`src/rtl/mux_pkg.sv`:
```
// +----------------------------------------------------------------------------+
// | mux_pkg : shared mode encodings and counter width for rr_mux               |
// | Rev 1.0                                                                    |
// +----------------------------------------------------------------------------+
`default_nettype none

package mux_pkg;

  localparam logic MODE_RR     = 1'b0;
  localparam logic MODE_FORCED = 1'b1;
  localparam int   CNT_W       = 16;

endpackage

`default_nettype wire

```
`src/rtl/rr_arbiter.sv`:
```
// +----------------------------------------------------------------------------+
// | rr_arbiter : combinational round-robin search from ptr with wrap-around,   |
// |              one-hot grant plus encoded index.  Rev 1.0                    |
// +----------------------------------------------------------------------------+
`default_nettype none

module rr_arbiter
  import mux_pkg::*;
#(
  parameter int N_CH = 4,
  parameter int IW   = $clog2(N_CH)
) (
  input  logic [N_CH-1:0] valid,
  input  logic [IW-1:0]   ptr,
  output logic [N_CH-1:0] grant,
  output logic [IW-1:0]   idx,
  output logic            any
);

  logic [IW:0]   sum;
  logic [IW-1:0] cand;

  always_comb begin
    grant = '0;
    idx   = '0;
    any   = 1'b0;
    sum   = '0;
    cand  = '0;
    for (int i = 0; i < N_CH; i++) begin
      // ptr + i is one bit wider so the wrap back below N_CH is exact
      sum = {1'b0, ptr} + (IW+1)'(i);
      if (sum >= (IW+1)'(N_CH)) begin
        sum = sum - (IW+1)'(N_CH);
      end
      cand = sum[IW-1:0];
      if (!any && valid[cand]) begin
        any         = 1'b1;
        grant[cand] = 1'b1;
        idx         = cand;
      end
    end
  end

endmodule

`default_nettype wire

```
`src/rtl/rr_mux.sv`:
```
// +----------------------------------------------------------------------------+
// | rr_mux : N_CH-to-1 registered mux, round-robin or forced channel select.   |
// | Optional RR_MUX_CNT_EN adds a 16-bit output-transfer counter.  Rev 1.0     |
// +----------------------------------------------------------------------------+
`default_nettype none

module rr_mux
  import mux_pkg::*;
#(
  parameter int N_CH = 4,
  parameter int W    = 8
) (
  input  logic                      clk,
  input  logic                      rst,
  input  logic [N_CH*W-1:0]         in_data,
  input  logic [N_CH-1:0]           in_valid,
  output logic [N_CH-1:0]           in_ready,
  input  logic                      mode,
  input  logic [$clog2(N_CH)-1:0]   sel,
  output logic [W-1:0]              out_data,
  output logic                      out_valid,
  input  logic                      out_ready,
`ifdef RR_MUX_CNT_EN
  output logic [CNT_W-1:0]          xfer_cnt,
`endif
  output logic [$clog2(N_CH)-1:0]   out_ch
);

  localparam int IW = $clog2(N_CH);

  logic [W-1:0]    ch_data [N_CH];
  logic [N_CH-1:0] rr_grant;
  logic [IW-1:0]   rr_idx;
  logic            rr_any;
  logic [N_CH-1:0] grant;
  logic [IW-1:0]   grant_idx;
  logic            sel_ok;
  logic            slot_free;
  logic            accept;
  logic            out_xfer;

  logic [W-1:0]    out_data_q,  out_data_d;
  logic [IW-1:0]   out_ch_q,    out_ch_d;
  logic            out_valid_q, out_valid_d;
  logic [IW-1:0]   ptr_q,       ptr_d;

  for (genvar k = 0; k < N_CH; k++) begin : g_unpack
    assign ch_data[k] = in_data[k*W +: W];
  end

  rr_arbiter #(
    .N_CH (N_CH),
    .IW   (IW)
  ) u_arb (
    .valid (in_valid),
    .ptr   (ptr_q),
    .grant (rr_grant),
    .idx   (rr_idx),
    .any   (rr_any)
  );

  assign sel_ok    = ({1'b0, sel} < (IW+1)'(N_CH));
  assign slot_free = !out_valid_q || out_ready;
  assign out_xfer  = out_valid_q && out_ready;

  always_comb begin
    grant     = '0;
    grant_idx = '0;
    if (mode == MODE_RR) begin
      grant     = rr_grant;
      grant_idx = rr_idx;
    end else if (sel_ok && in_valid[sel]) begin
      grant[sel] = 1'b1;
      grant_idx  = sel;
    end
  end

  // Ready is suppressed during reset so nothing is acknowledged that cycle
  assign in_ready = (slot_free && !rst) ? grant : '0;
  assign accept   = |in_ready;

  always_comb begin
    out_data_d  = out_data_q;
    out_ch_d    = out_ch_q;
    out_valid_d = out_valid_q;
    ptr_d       = ptr_q;
    if (accept) begin
      out_data_d  = ch_data[grant_idx];
      out_ch_d    = grant_idx;
      out_valid_d = 1'b1;
      if (mode == MODE_RR) begin
        ptr_d = (grant_idx == IW'(N_CH-1)) ? '0 : grant_idx + IW'(1);
      end
    end else if (out_xfer) begin
      out_valid_d = 1'b0;
    end
  end

  always_ff @(posedge clk) begin
    if (rst) begin
      out_data_q  <= '0;
      out_ch_q    <= '0;
      out_valid_q <= 1'b0;
      ptr_q       <= '0;
    end else begin
      out_data_q  <= out_data_d;
      out_ch_q    <= out_ch_d;
      out_valid_q <= out_valid_d;
      ptr_q       <= ptr_d;
    end
  end

  assign out_data  = out_data_q;
  assign out_ch    = out_ch_q;
  assign out_valid = out_valid_q;

`ifdef RR_MUX_CNT_EN
  logic [CNT_W-1:0] cnt_q, cnt_d;

  always_comb begin
    cnt_d = cnt_q;
    if (out_xfer) begin
      cnt_d = cnt_q + CNT_W'(1);
    end
  end

  always_ff @(posedge clk) begin
    if (rst) begin
      cnt_q <= '0;
    end else begin
      cnt_q <= cnt_d;
    end
  end

  assign xfer_cnt = cnt_q;
`endif

endmodule

`default_nettype wire

```
`config.mk`:
```
export PLATFORM = sky130hd
export DESIGN_NAME = rr_mux
export DESIGN_NICKNAME = d
export VERILOG_FILES = /design/src/rtl/mux_pkg.sv /design/src/rtl/rr_arbiter.sv /design/src/rtl/rr_mux.sv
export SDC_FILE = /design/constraint.sdc
export NUM_CORES = 1
export LEC_CHECK = 0
export ABC_CLOCK_PERIOD_IN_PS = 3900
export BUFFER_PORTS_ARGS = -buffer_cell sky130_fd_sc_hd__buf_2
export CAP_MARGIN = 20
export CORE_MARGIN = 1.5
export CORE_UTILIZATION = 49
export CTS_BUF_LIST = sky130_fd_sc_hd__clkbuf_4
export CTS_CLUSTER_DIAMETER = 100
export DETAILED_ROUTE_END_ITERATION = 8
export GPL_TIMING_DRIVEN = 0
export PLACE_DENSITY = 0.86
export SLEW_MARGIN = 20
export SYNTH_ARGS = -nofsm -noshare
export SYNTH_HDL_FRONTEND = slang
export SYNTH_HIERARCHICAL = 1
export SYNTH_SLANG_ARGS = --single-unit
```
`constraint.sdc`:
```
create_clock -name clk -period 3.9 [get_ports clk]
set_clock_uncertainty 0.1 [all_clocks]
set_input_delay 0.195 -clock clk [delete_from_list [all_inputs] [get_ports clk]]
set_output_delay 0.195 -clock clk [all_outputs]
set_load 0.02 [all_outputs]
```
### Yosys cells after proc, flatten, opt, wreduce, memory -nomap -nowiden

Cells that the tools add are included.

| word-level totals | value |
|---|---|
| flip-flop bits (word level) | 13 |
| input port bits | 42 |
| output and inout port bits | 15 |
| logic and storage cells | 98 |

| operators by class | value |
|---|---|
| add/subtract/negate cells | 8 |
| magnitude comparators | 15 |
| eq/ne operators | 1 |
| multiplexer cells | 46 |
| bitwise logic cells | 5 |
| reductions and logical operators | 19 |

Operator list:

| operator | number |
|---|---|
| $mux W4 | 7 |
| $mux W2 | 11 |
| $bmux W8 S2 | 1 |
| $mux W8 | 2 |
| $lt A2 B3 Y1 const B | 5 |
| $mux W1 | 15 |
| $ge A3 B3 Y1 const B | 4 |
| $or A4 B4 Y4 | 3 |
| $bmux W1 S2 | 5 |
| $demux W1 S2 | 5 |
| $ge A2 B1 Y1 const B | 5 |
| $logic_and A1 B1 Y1 | 10 |
| $sub A2 B1 Y2 const B | 4 |
| $add A2 B2 Y3 const B | 2 |
| $logic_not A1 Y1 | 5 |
| $reduce_or A4 Y1 | 1 |
| $add A2 B1 Y3 const B | 1 |
| $ge A2 B3 Y1 const B | 1 |
| $not A2 Y3 | 1 |
| $add A2 B1 Y2 const B | 1 |
| $eq A2 B2 Y1 const B | 1 |
| $reduce_and A2 Y1 | 1 |
| $reduce_bool A2 Y1 | 1 |
| $logic_or A1 B1 Y1 | 1 |
| $not A1 Y1 | 1 |

### Longest topological paths before layout

Gate-level depths: netlist of the first run.

| logic depth | value |
|---|---|
| depth after elaboration | 19 |
| mapped depth | 15 |
| gate-level depth less buffers | 11 |

### Hierarchy

The synthesis of the first run kept the hierarchy.

By module, submodules not included:

| module | times used | cells each | area an instance (um2) | sequential area each (um2) |
|---|---|---|---|---|
| rr_mux | 1 | 108 | 864.6 | 260.2 |
| rr_arbiter | 1 | 45 | 421.7 | 0.0 |

### Least setup slack after synthesis of the first run

OpenSTA, ideal clock, no wires.

| timing path | value |
|---|---|
| path kind | register to register |
| start point | register ptr_q[0] |
| end point | register out_data_q[6] (netlist: out_data[6]) |
| setup time | 0.071 ns |
| data arrival time | 2.844 ns |
| data required time | 3.729 ns |
| slack | 0.885 ns |
| stages on the path, launching flop included | 16 |
| path buffers | 4 |
| clock period less this slack | 3.015 ns |
| path through | dfxtp_1 > buf_6 > inv_1 > ha_1 > mux4_2 > buf_6 > and2b_2 > o21ai_0 > o31ai_1 > nand2b_1 > o21a_1 > buf_4 > buf_4 > mux2i_1 > a221o_1 > a21oi_1 |

| on the way | value |
|---|---|
| cells in the longest elaborated chain, start to end | 19 |
| elaborated cells on any way between the ends | 71 |
| classes of those cells | add/sub (7); order compare (12); mux (37); bitwise (4); reduce/logical (11) |

Ends and longest elaborated chain:

| item | line | source |
|---|---|---|
| start, declared | rr_mux.sv:45 | `logic [IW-1:0] ptr_q, ptr_d;` |
| start signal, assigned | rr_mux.sv:109 | `ptr_q <= ptr_d;` |
| branches (longest 13 deep; another with $add A2 B1 Y3) | n/a |  |
| $mux W2 * | rr_arbiter.sv:36 | `if (!any && valid[cand]) begin` |
| via rr_idx[0] | rr_mux.sv:33 | `logic [IW-1:0] rr_idx;` |
| $mux W2 * | rr_mux.sv:69 | `if (mode == MODE_RR) begin` |
| $not A2 Y3 (not written as such) * | rr_mux.sv:88 | `out_data_d = ch_data[grant_idx];` |
| $bmux W8 S2 * | rr_mux.sv:88 |  |
| $mux W8 (not written as such) * (2 in a row) | rr_mux.sv:88 |  |
| end signal, assigned | rr_mux.sv:106 | `out_data_q <= out_data_d;` |
| end, declared | rr_mux.sv:42 | `logic [W-1:0] out_data_q, out_data_d;` |

Mark *: on every way through the listed nets, which the timed path passes. The select of a mux whose other input is x is not followed.
A chain may end at the register's enable or synchronous reset.

### Worst setup path in the final report of the first run

| timing path | value |
|---|---|
| start point | register ptr_q[1] |
| end point | register out_data_q[2] (netlist: out_data[2]) |

| on the way | value |
|---|---|
| elaborated cells on any way between the ends | 71 |
| classes of those cells | add/sub (7); order compare (12); mux (37); bitwise (4); reduce/logical (11) |

RTL lines:

| item | line | source |
|---|---|---|
| branches (longest 13 deep; another with $add A2 B1 Y3) | n/a |  |
| $mux W4 * | rr_arbiter.sv:36 |  |
| via rr_grant[3] | rr_mux.sv:32 | `logic [N_CH-1:0] rr_grant;` |
| $mux W4 * | rr_mux.sv:69 |  |
| $mux W4 * | rr_mux.sv:79 | `assign in_ready = (slot_free && !rst) ? grant : '0;` |
| $reduce_or A4 Y1 * | rr_mux.sv:80 | `assign accept = \|in_ready;` |

Marks and branches as above.

==> impl_metrics.py, run 1 <==
metrics = {
    "synth": {
        "warnings_synthesis": 6,
        "post_synthesis_cell_area_um2": 1280,
        "average_footprint_of_a_synthesized_cell_um2": 8.421,
        "synth_nets": 199,
        "synthesis.instances": 152,
    },
    "timing": {
        "fin_tns_setup_ns": 0,
        "rsz0062_at_grt": "no",
        "setup_viol": 0,
        "fin_crit_ns": 3.446,
        "drv_slew": 0,
        "timing.fmax_mhz": 290.2,
        "hold_violation_count_in_the_final_report": 0,
        "min_period_over_period": 0.8837,
        "slew_headroom": 0.6492,
        "worst_slew_pin_slew_ns": 0.5262,
    },
    "power_and_ir_drop": {
        "power.leakage_nw": 0.7613,
        "combinationalPowerShare": 0.523,
        "internal-power_w": 0.0003158,
        "peakVddDrop_v": 0.0002284,
        "switching_share": 0.3933,
        "power_frac_clock": 0.173,
        "total_switching_power_w": 0.0002047,
        "share_of_power_burned_in_registers": 0.304,
        "power.density_nw_per_um2": 319.7,
    },
    "place": {
        "portBuffers": 56,
        "dp_hpwl_um": 2564,
        "finalWeightedCongestion": 0.7779,
        "postPlaceCellArea_um2": 1598,
    },
    "route": {
        "post-route-drc-count": 0,
        "detail_route.iter0.violations": 25,
        "drt_pre_antenna_iters": 4,
        "wl_per_cell_um": 13.48,
        "via_count": 1379,
        "routed_wirelength_um": 3262,
        "antenna_violation_net_count_after_detailed_routing": 0,
        "via_per_inst": 5.698,
    },
    "flow_run": {
        "maxCapViolCount": 0,
    },
    "clocking": {
        "cts_tree": "done",
        "post_cts.repair.setup_buffers": 0,
        "clock_insertion_delay_worst_skew_ns": 0.27,
        "cts.sinks": 13,
        "cts-htree-levels": 1,
        "cts_repair_resize_count": 0,
        "clk_transition_reported_paths_ns": 0.08,
        "root_buffer": "clkbuf_4",
        "post_cts_hold_buffer_count": 0,
        "cts_inserted_buffers": 3,
        "ctsLongestPathBuffers": 2,
    },
    "setup_path": {
        "critical_path.max_fanout": 10,
        "crit_required_ns": 4.00,
        "critPathKind": "flip-flop to flip-flop",
        "critPathArrivalTime_ns": 3.55,
        "critical_path.startpoint_type": "flip-flop",
        "critical_path.endpoint_type": "flip-flop",
    },
    "die": {
        "die-width_um": 54.11,
        "coreArea_um2": 2477,
        "rows": 18,
        "die_area_um2": 2928,
        "initial_utilization": 0.5167,
        "fp.dieH_um": 54.11,
        "num_io_pins": 57,
    },
    "finish": {
        "post_route_cells_drive_above_1_share": 0.3585,
        "finish.instance_area_um2": 1628,
        "growth_of_design_area_from_synthesis_to_finish_pct": 27.17,
        "num_antenna_cells": 0,
        "num-nets-final": 260,
    },
    "grt": {
        "grt_antenna_before_repair": 0,
        "maximum_number_of_pins_on_one_net_before_global_route_repair": 11,
        "grt_use_total": 0.2462,
        "grt_first_pass_wirelength_um": 5340,
        "first_global_vias": 1226,
        "grt_overflow_total": 0,
    },
    "status": {
        "run_status": "complete, no violations",
    },
    "worst_hold_path": {
        "hold_class": "input port to flip-flop",
    },
}
-- worst max-delay path: stages, from the launching register on --
cell and delay [ns]:
dfxtp_1 0.51, inv_1 0.15, ha_1 0.38, mux4_2 0.33, buf_6 0.16, nor4b_4 0.39, a22oi_1 0.11, o21ai_0 0.13
nor2b_1 0.18, a41oi_1 0.07, a41o_1 0.30, buf_6 0.17, a221o_1 0.27, a21oi_1 0.13
-- sequential cells by signal, indices dropped and copies added, names as in the netlist --
name       count
out_valid      1
out_ch         2
out_data       8
ptr_q          2
-- power groups by stage --
stage	logic, W	registers (W)	clock network [W]
after global routing	0.000301	0.000160	0.000101
final	0.000272	0.000158	0.0000903
after CTS	0.000271	0.000158	0.0000919
after detailed placement	0.000270	0.000161	0
after floorplan	0.000179	0.000177	0
after global placement	0.000268	0.000161	0
-- cells in the final DEF (no fill, tap or decap), types with 2 or more instances in the layout --
cell and instances:
mux2i_1 14, nand2_1 17, mux4_2 2, mux4_1 2, a21oi_1 18, ha_1 5
buf_4 4, inv_1 9, o21a_1 2, nor2b_1 2, nand2b_1 4, a22oi_1 8
dfxtp_1 13, nor2_1 10, or3_1 2, a221o_1 8, buf_6 3, o21ai_0 7
clkbuf_4 4, o32a_1 2, buf_2 57, clkbuf_1 2
-- per-layer routing --
| layer | share of wire | up-vias | GRT usage |
|---|---|---|---|
| met3 | 0.034 | 2 | 0.02222 |
| met1 | 0.44 | 648 | 0.3237 |
| li1 | - | 693 | - |
| met5 | 0 | - | 0 |
| met2 | 0.52 | 36 | 0.4289 |
| met4 | 0.0049 | 0 | 0.06667 |
-- worst paths after layout --
check,startpoint,endpoint,depth (start not counted),slack [ns]
setup / recovery,ptr_q[1]$_SDFFE_PP0P_,out_data[2]$_SDFFE_PP0P_,13,0.45
hold / removal,rst,out_data[1]$_SDFFE_PP0P_,2,0.03
setup reg to reg,ptr_q[1]$_SDFFE_PP0P_,out_data[2]$_SDFFE_PP0P_,13,0.45
hold reg to reg,out_data[4]$_SDFFE_PP0P_,out_data[4]$_SDFFE_PP0P_,2,0.35
-- stage by stage --
| stage | cells | worst slack, ns | hold slack, ns | utilization | power (W) |
|---|---|---|---|---|---|
| finish | 242 | 0.4537 | 0.03063 | 0.6571 | 0.0005205 |
| global route | 242 | 0.1957 | 0.02538 | 0.6571 | 0.0005619 |
| CTS | 242 | 0.4673 | 0.03200 | 0.6571 | 0.0005208 |
| detailed placement | 238 | 0.4995 | 0.3217 | 0.6449 | 0.0004310 |
| global placement | 238 | 0.5735 | 0.3160 | 0.6449 | 0.0004284 |
| floorplan | 152 | 0.8851 | 0.1641 | - | 0.0003554 |
-- final cells by class --
class / instances / area [um2]
Buffer: 10 / 76.32
Clock buffer: 4 / 30.03
Fill cell: 219 / 849.6
Inverter: 9 / 33.78
Multi-Input combinational cell: 120 / 909.6
Sequential cell: 13 / 260.3
Tap cell: 30 / 37.54
Timing Repair Buffer: 56 / 280.3
Note: power is estimated with default switching activity, not from simulation.
==> run 2, diff against run 1 <==
--- a/config.mk
+++ b/config.mk
@@ -5,7 +5,7 @@
 export SDC_FILE = /design/constraint.sdc
 export NUM_CORES = 1
 export LEC_CHECK = 0
-export ABC_CLOCK_PERIOD_IN_PS = 3900
+export ABC_CLOCK_PERIOD_IN_PS = 3330
 export BUFFER_PORTS_ARGS = -buffer_cell sky130_fd_sc_hd__buf_2
 export CAP_MARGIN = 20
 export CORE_MARGIN = 1.5
==> constraint.sdc (replaced) <==
create_clock -name clk -period 3.33 [get_ports clk]
set_clock_uncertainty 0.1 [all_clocks]
set_input_delay 0.1665 -clock clk [delete_from_list [all_inputs] [get_ports clk]]
set_output_delay 0.1665 -clock clk [all_outputs]
set_load 0.02 [all_outputs]
==> impl_metrics.py, run 2 (synthesis results as in run 1) <==
metrics = {
    "die": {
        "coreArea_um2": 2477,
        "initial_utilization": 0.5167,
        "num_io_pins": 57,
        "die-width_um": 54.11,
        "fp.dieH_um": 54.11,
        "die_area_um2": 2928,
        "rows": 18,
    },
    "route": {
        "met3RoutedLength_um": 156,
        "wl_met1_um": 1509,
        "via_count": 1452,
        "via_per_inst": 5.739,
        "routed_wirelength_um": 3502,
        "post-route-drc-count": 0,
        "detail_route.iter0.violations": 39,
        "antenna_violation_net_count_after_detailed_routing": 0,
        "drt_pre_antenna_iters": 4,
        "wl_per_cell_um": 13.84,
        "wl_met2_um": 1798,
        "highest-signal-layer": "met4",
    },
    "timing": {
        "worst_slew_pin_slew_ns": 0.4746,
        "timing.fmax_mhz": 311.6,
        "drv_slew": 0,
        "setup_viol": 0,
        "fin_crit_ns": 3.210,
        "layout_setup_ws_ns": 0.1204,
        "hold_violation_count_in_the_final_report": 0,
        "slew_headroom": 0.6836,
        "min_period_over_period": 0.9638,
        "fin_tns_setup_ns": 0,
    },
    "place": {
        "dp_hpwl_um": 2564,
        "portBuffers": 56,
        "post-place-ws_ns": -0.07048,
        "finalWeightedCongestion": 0.7779,
    },
    "worst_hold_path": {
        "hold_class": "input port to flip-flop",
    },
    "finish": {
        "growth_of_design_area_from_synthesis_to_finish_pct": 37.15,
        "largest_reg_flops": 8,
        "filler_cell_count": 201,
        "utilization": 0.7086,
        "layout.cells.most_common": "buf_2",
        "num-nets-final": 271,
        "num_antenna_cells": 0,
        "highest_count_cells_in_the_layout_ignoring_fill_and_taps": "57 x buf_2, 17 x nand2_1, 17 x a21oi_1",
        "post_route_cells_drive_above_1_share": 0.4126,
    },
    "clocking": {
        "ctsLongestPathBuffers": 2,
        "cts_tree": "done",
        "root_buffer": "clkbuf_4",
        "cts-htree-levels": 1,
        "clk_transition_reported_paths_ns": 0.08,
        "cts_inserted_buffers": 3,
        "cts.sinks": 13,
        "clock_insertion_delay_worst_skew_ns": 0.28,
    },
    "power_and_ir_drop": {
        "power.leakage_nw": 0.8225,
        "power.density_nw_per_um2": 365.5,
        "peakVddDrop_v": 0.0002694,
    },
    "grt": {
        "grt_overflow_total": 0,
        "grt_antenna_before_repair": 0,
        "grt_use_total": 0.2496,
        "first_global_vias": 1247,
        "grt_first_pass_wirelength_um": 5423,
        "maximum_number_of_pins_on_one_net_before_global_route_repair": 11,
    },
    "setup_path": {
        "critPathArrivalTime_ns": 3.32,
        "critical_path.max_fanout": 10,
        "critical_path.endpoint_type": "flip-flop",
        "crit_slowest_cell": "nor4b_4",
        "critPathKind": "flip-flop to flip-flop",
        "cells_along_the_critical_path": "buf_8 -> inv_1 -> ha_4 -> mux4_2 -> buf_6 -> nor4b_4 -> a22oi_1 -> o21ai_1 -> inv_1 -> o32a_1 -> a41o_1 -> buf_6 -> a221o_1 -> a21oi_2",
        "slowest_stage_delay_cp_ns": 0.39,
        "crit_required_ns": 3.44,
        "critical_path.startpoint_type": "flip-flop",
    },
    "status": {
        "run_status": "complete, no violations",
    },
    "flow_run": {
        "maxCapViolCount": 0,
    },
}
-- run 2: changes by cell type in the layout (fill, tap and decap cells not counted), moves of 2 or more --
| cell | change |
|---|---|
| buf_4 | +10 |
| dfxtp_1 | -2 |
| dfxtp_4 | +2 |
| o21ai_0 | -2 |
| o21ai_1 | +2 |
-- run 2: area by class of cell --
cell class	instances	area [um2]	area share
Multi-Input combinational cell	120	940.9	0.5360
Sequential cell	13	267.8	0.1525
Tap cell	30	37.54	0.02138
Buffer	10	80.08	0.04562
Clock buffer	4	30.03	0.01711
Inverter	9	33.78	0.01924
Timing Repair Buffer	67	365.4	0.2081
-- run 2: what timing repair did --
item | CTS | global route
setup endpoints to repair | 8 | 11
hold buffers | 1 | 0
pin swaps | 1 | 3
setup buffers | 1 | 9
gates resized for setup | 3 | 9
cloned | 0 | 0
endpoints found under the hold margin | 1 | 0
-- run 2: routing by layer --
metal	global-route usage	up-vias
li1	-	717
met1	0.3198	679
met2	0.4370	51
met3	0.03333	5
met4	0.06667	0
met5	0	-
-- run 2: path summary, 6_finish.rpt --
check	startpoint	endpoint	slack, ns	cells after the start
min	out_ready	out_valid$_SDFFE_PP0P_	0.09	3
min reg2reg	out_data[4]$_SDFFE_PP0P_	out_data[4]$_SDFFE_PP0P_	0.35	2
max reg2reg	ptr_q[0]$_SDFFE_PP0P_	out_data[7]$_SDFFE_PP0P_	0.12	14
max	ptr_q[0]$_SDFFE_PP0P_	out_data[7]$_SDFFE_PP0P_	0.12	14
-- run 2: worst max-delay path: cells and delay by family (launching register included) --
kind,cells,cell delay [ns]
buf+inv,5,0.58
compound gates,6,1.14
simple gates,1,0.39
fa+ha+maj,1,0.29
flops,1,0.36
mux,1,0.30
-- run 2: through the flow --
stage / total power (W) / instance area, um2 / hold slack [ns] / instances
3_3_place_gp: 0.0005018 / 1598 / 0.2875 / 238
2_1_floorplan: 0.0004162 / 1280 / 0.1356 / 152
6_report: 0.0006416 / 1755 / 0.09062 / 253
4_1_cts: 0.0006170 / 1660 / 0.09011 / 244
5_1_grt: 0.0006889 / 1755 / 0.08648 / 253
3_5_place_dp: 0.0005048 / 1598 / 0.2932 / 238
-- run 2: power by group --
group          internal (W)  switching, W
clock             0.0000546     0.0000519
combinational      0.000163      0.000188
sequential         0.000173     0.0000109
total              0.000391      0.000251
==> run 3, diff against run 2 <==
--- a/config.mk
+++ b/config.mk
@@ -8,8 +8,10 @@
 export ABC_CLOCK_PERIOD_IN_PS = 3330
 export BUFFER_PORTS_ARGS = -buffer_cell sky130_fd_sc_hd__buf_2
 export CAP_MARGIN = 20
+export CELL_PAD_IN_SITES_DETAIL_PLACEMENT = 0
+export CELL_PAD_IN_SITES_GLOBAL_PLACEMENT = 1
 export CORE_MARGIN = 1.5
-export CORE_UTILIZATION = 49
+export CORE_UTILIZATION = 35
 export CTS_BUF_LIST = sky130_fd_sc_hd__clkbuf_4
 export CTS_CLUSTER_DIAMETER = 100
 export DETAILED_ROUTE_END_ITERATION = 8
==> impl_metrics.py, run 3 (synthesis results as in run 1) <==
metrics = {
    "route": {
        "antenna_violation_net_count_after_detailed_routing": 0,
        "wl_met1_um": 1548,
        "detail_route.iter0.violations": 53,
        "drt_pre_antenna_iters": 4,
        "highest-signal-layer": "met4",
        "wl_per_cell_um": 13.27,
        "via_per_inst": 5.277,
        "wl_met2_um": 1686,
        "met3RoutedLength_um": 246,
        "routed_wirelength_um": 3543,
        "via_count": 1409,
        "post-route-drc-count": 0,
    },
    "status": {
        "run_status": "complete, no violations",
    },
    "clocking": {
        "cts_tree": "done",
        "cts-htree-levels": 1,
        "clk_transition_reported_paths_ns": 0.08,
        "ctsLongestPathBuffers": 2,
        "cts_inserted_buffers": 3,
        "root_buffer": "clkbuf_4",
        "cts.sinks": 13,
        "clock_insertion_delay_worst_skew_ns": 0.28,
    },
    "power_and_ir_drop": {
        "switching_share": 0.3884,
        "power_frac_clock": 0.168,
        "peakVddDrop_v": 0.0002224,
        "share_of_power_burned_in_registers": 0.290,
        "total_switching_power_w": 0.0002477,
        "design_power_total_w": 0.0006378,
        "internal-power_w": 0.0003901,
        "combinationalPowerShare": 0.542,
        "power.density_nw_per_um2": 362.0,
        "power.leakage_nw": 0.8160,
    },
    "setup_path": {
        "crit_slowest_cell": "dfxtp_4",
        "setup.worst_path.start": "ptr_q[0]$_SDFFE_PP0P_",
        "critical_path.max_fanout": 10,
        "cells_along_the_critical_path": "buf_8 -> inv_1 -> ha_4 -> mux4_2 -> buf_6 -> nor4b_4 -> a22oi_1 -> o21ai_0 -> inv_1 -> o32a_1 -> a41o_1 -> buf_6 -> a221o_1 -> a21oi_2",
        "critical_path.top_delay_family": "compound AO/OA/AOI/OAI gates",
        "crit_required_ns": 3.44,
        "reg2reg_from": "ptr_q[0]$_SDFFE_PP0P_",
        "critical_path.startpoint_type": "flip-flop",
        "critPathKind": "flip-flop to flip-flop",
        "critical_path.endpoint_type": "flip-flop",
        "critPathBufInv": 5,
        "slowest_stage_delay_cp_ns": 0.39,
        "critPathArrivalTime_ns": 3.29,
    },
    "worst_hold_path": {
        "holdCritStartpoint": "out_ready",
        "hold_class": "input port to flip-flop",
    },
    "place": {
        "portBuffers": 56,
        "finalWeightedCongestion": 0.7885,
        "place.detailed.instances": 254,
        "dp_hpwl_um": 2664,
    },
    "die": {
        "coreArea_um2": 3416,
        "rows": 21,
        "die_area_um2": 4029,
        "num_io_pins": 57,
        "die-width_um": 63.48,
        "initial_utilization": 0.3747,
        "fp.dieH_um": 63.48,
    },
    "finish": {
        "post_route_cells_drive_above_1_share": 0.3982,
        "filler_cell_count": 346,
        "num_antenna_cells": 0,
        "layout.cells.most_common": "buf_2",
        "num-nets-final": 269,
        "ff_latch_area_um2": 267.8,
        "highest_count_cells_in_the_layout_ignoring_fill_and_taps": "57 x buf_2, 17 x nand2_1, 17 x a21oi_1",
        "multi_input_area_um2": 925.9,
        "post_layout_nonfiller_instances": 267,
        "largest_reg_flops": 8,
        "growth_of_design_area_from_synthesis_to_finish_pct": 37.63,
    },
    "grt": {
        "grt_antenna_before_repair": 0,
        "grt_overflow_total": 0,
        "grt_use_total": 0.1718,
        "first_global_vias": 1232,
        "grt_first_pass_wirelength_um": 5561,
        "maximum_number_of_pins_on_one_net_before_global_route_repair": 11,
    },
    "flow_run": {
        "maxCapViolCount": 0,
    },
    "timing": {
        "worst_slew_pin_slew_ns": 0.5118,
        "fin_crit_ns": 3.179,
        "setup_viol": 0,
        "min_period_over_period": 0.9547,
        "slew_headroom": 0.6588,
        "drv_slew": 0,
        "hold_violation_count_in_the_final_report": 0,
        "timing.fmax_mhz": 314.5,
    },
}
run 3: cell count changes in the layout (fill, tap and decap cells not counted), sizes merged:
| cell | previous run | this run |
|---|---|---|
| buf | 74 | 72 |
run 3: path summary, 6_finish.rpt:
check	to	slack [ns]	cells past startpoint
hold / removal	out_valid$_SDFFE_PP0P_	0.09	3
setup / recovery	out_data[3]$_SDFFE_PP0P_	0.15	14
hold reg to reg	out_data[5]$_SDFFE_PP0P_	0.36	2
setup reg to reg	out_data[3]$_SDFFE_PP0P_	0.15	14
run 3: layout make-up:
class,count,share of cell area
timing repair buffer,65,0.2060
sequential,13,0.1520
tap,46,0.03267
multi-input combinational,120,0.5256
buffer,10,0.04759
clock buffer,4,0.01705
inverter,9,0.01918
run 3: worst min-delay path, cell delays in order:
cell      delay, ns
buf_2          0.07
nand2b_1       0.12
a21oi_1        0.07
run 3: repair_timing:
item / 4_1_cts / 5_1_grt
endpoints found under the hold margin: 3 / 0
pin swaps: 0 / 2
hold buffers: 1 / 0
resized for setup: 2 / 6
setup buffers: 0 / 8
cloned: 0 / 0
setup endpoints to repair: 9 / 14
run 3: power groups by stage:
| stage | combinational [W] | sequential, W | clock [W] |
|---|---|---|---|
| 4_1_cts | 0.000320 | 0.000186 | 0.000109 |
| 5_1_grt | 0.000377 | 0.000187 | 0.000118 |
| 3_3_place_gp | 0.000320 | 0.000189 | 0 |
| 6_report | 0.000346 | 0.000185 | 0.000107 |
| 2_1_floorplan | 0.000209 | 0.000207 | 0 |
| 3_5_place_dp | 0.000318 | 0.000190 | 0 |
run 3: stage by stage:
| step | worst slack, ns | hold WS, ns | TNS [ns] | utilization | instance area, um2 |
|---|---|---|---|---|---|
| after floorplan | 0.3151 | 0.1356 | 0 | - | 1280 |
| after global placement | -0.1437 | 0.2879 | -1.074 | 0.4736 | 1618 |
| after detailed placement | -0.06999 | 0.2928 | -0.4522 | 0.4736 | 1618 |
| after CTS | 0.01149 | 0.07465 | 0 | 0.4861 | 1660 |
| after global routing | -0.00004663 | 0.09639 | -0.00004663 | 0.5158 | 1762 |
| final | 0.1507 | 0.08684 | 0 | 0.5158 | 1762 |
run 3: routing by layer:
| metal | global-route usage | up-vias |
|---|---|---|
| met2 | 0.2921 | 54 |
| met3 | 0.04821 | 6 |
| li1 | - | 710 |
| met1 | 0.2119 | 639 |
| met4 | 0.04620 | 0 |
| met5 | 0 | - |
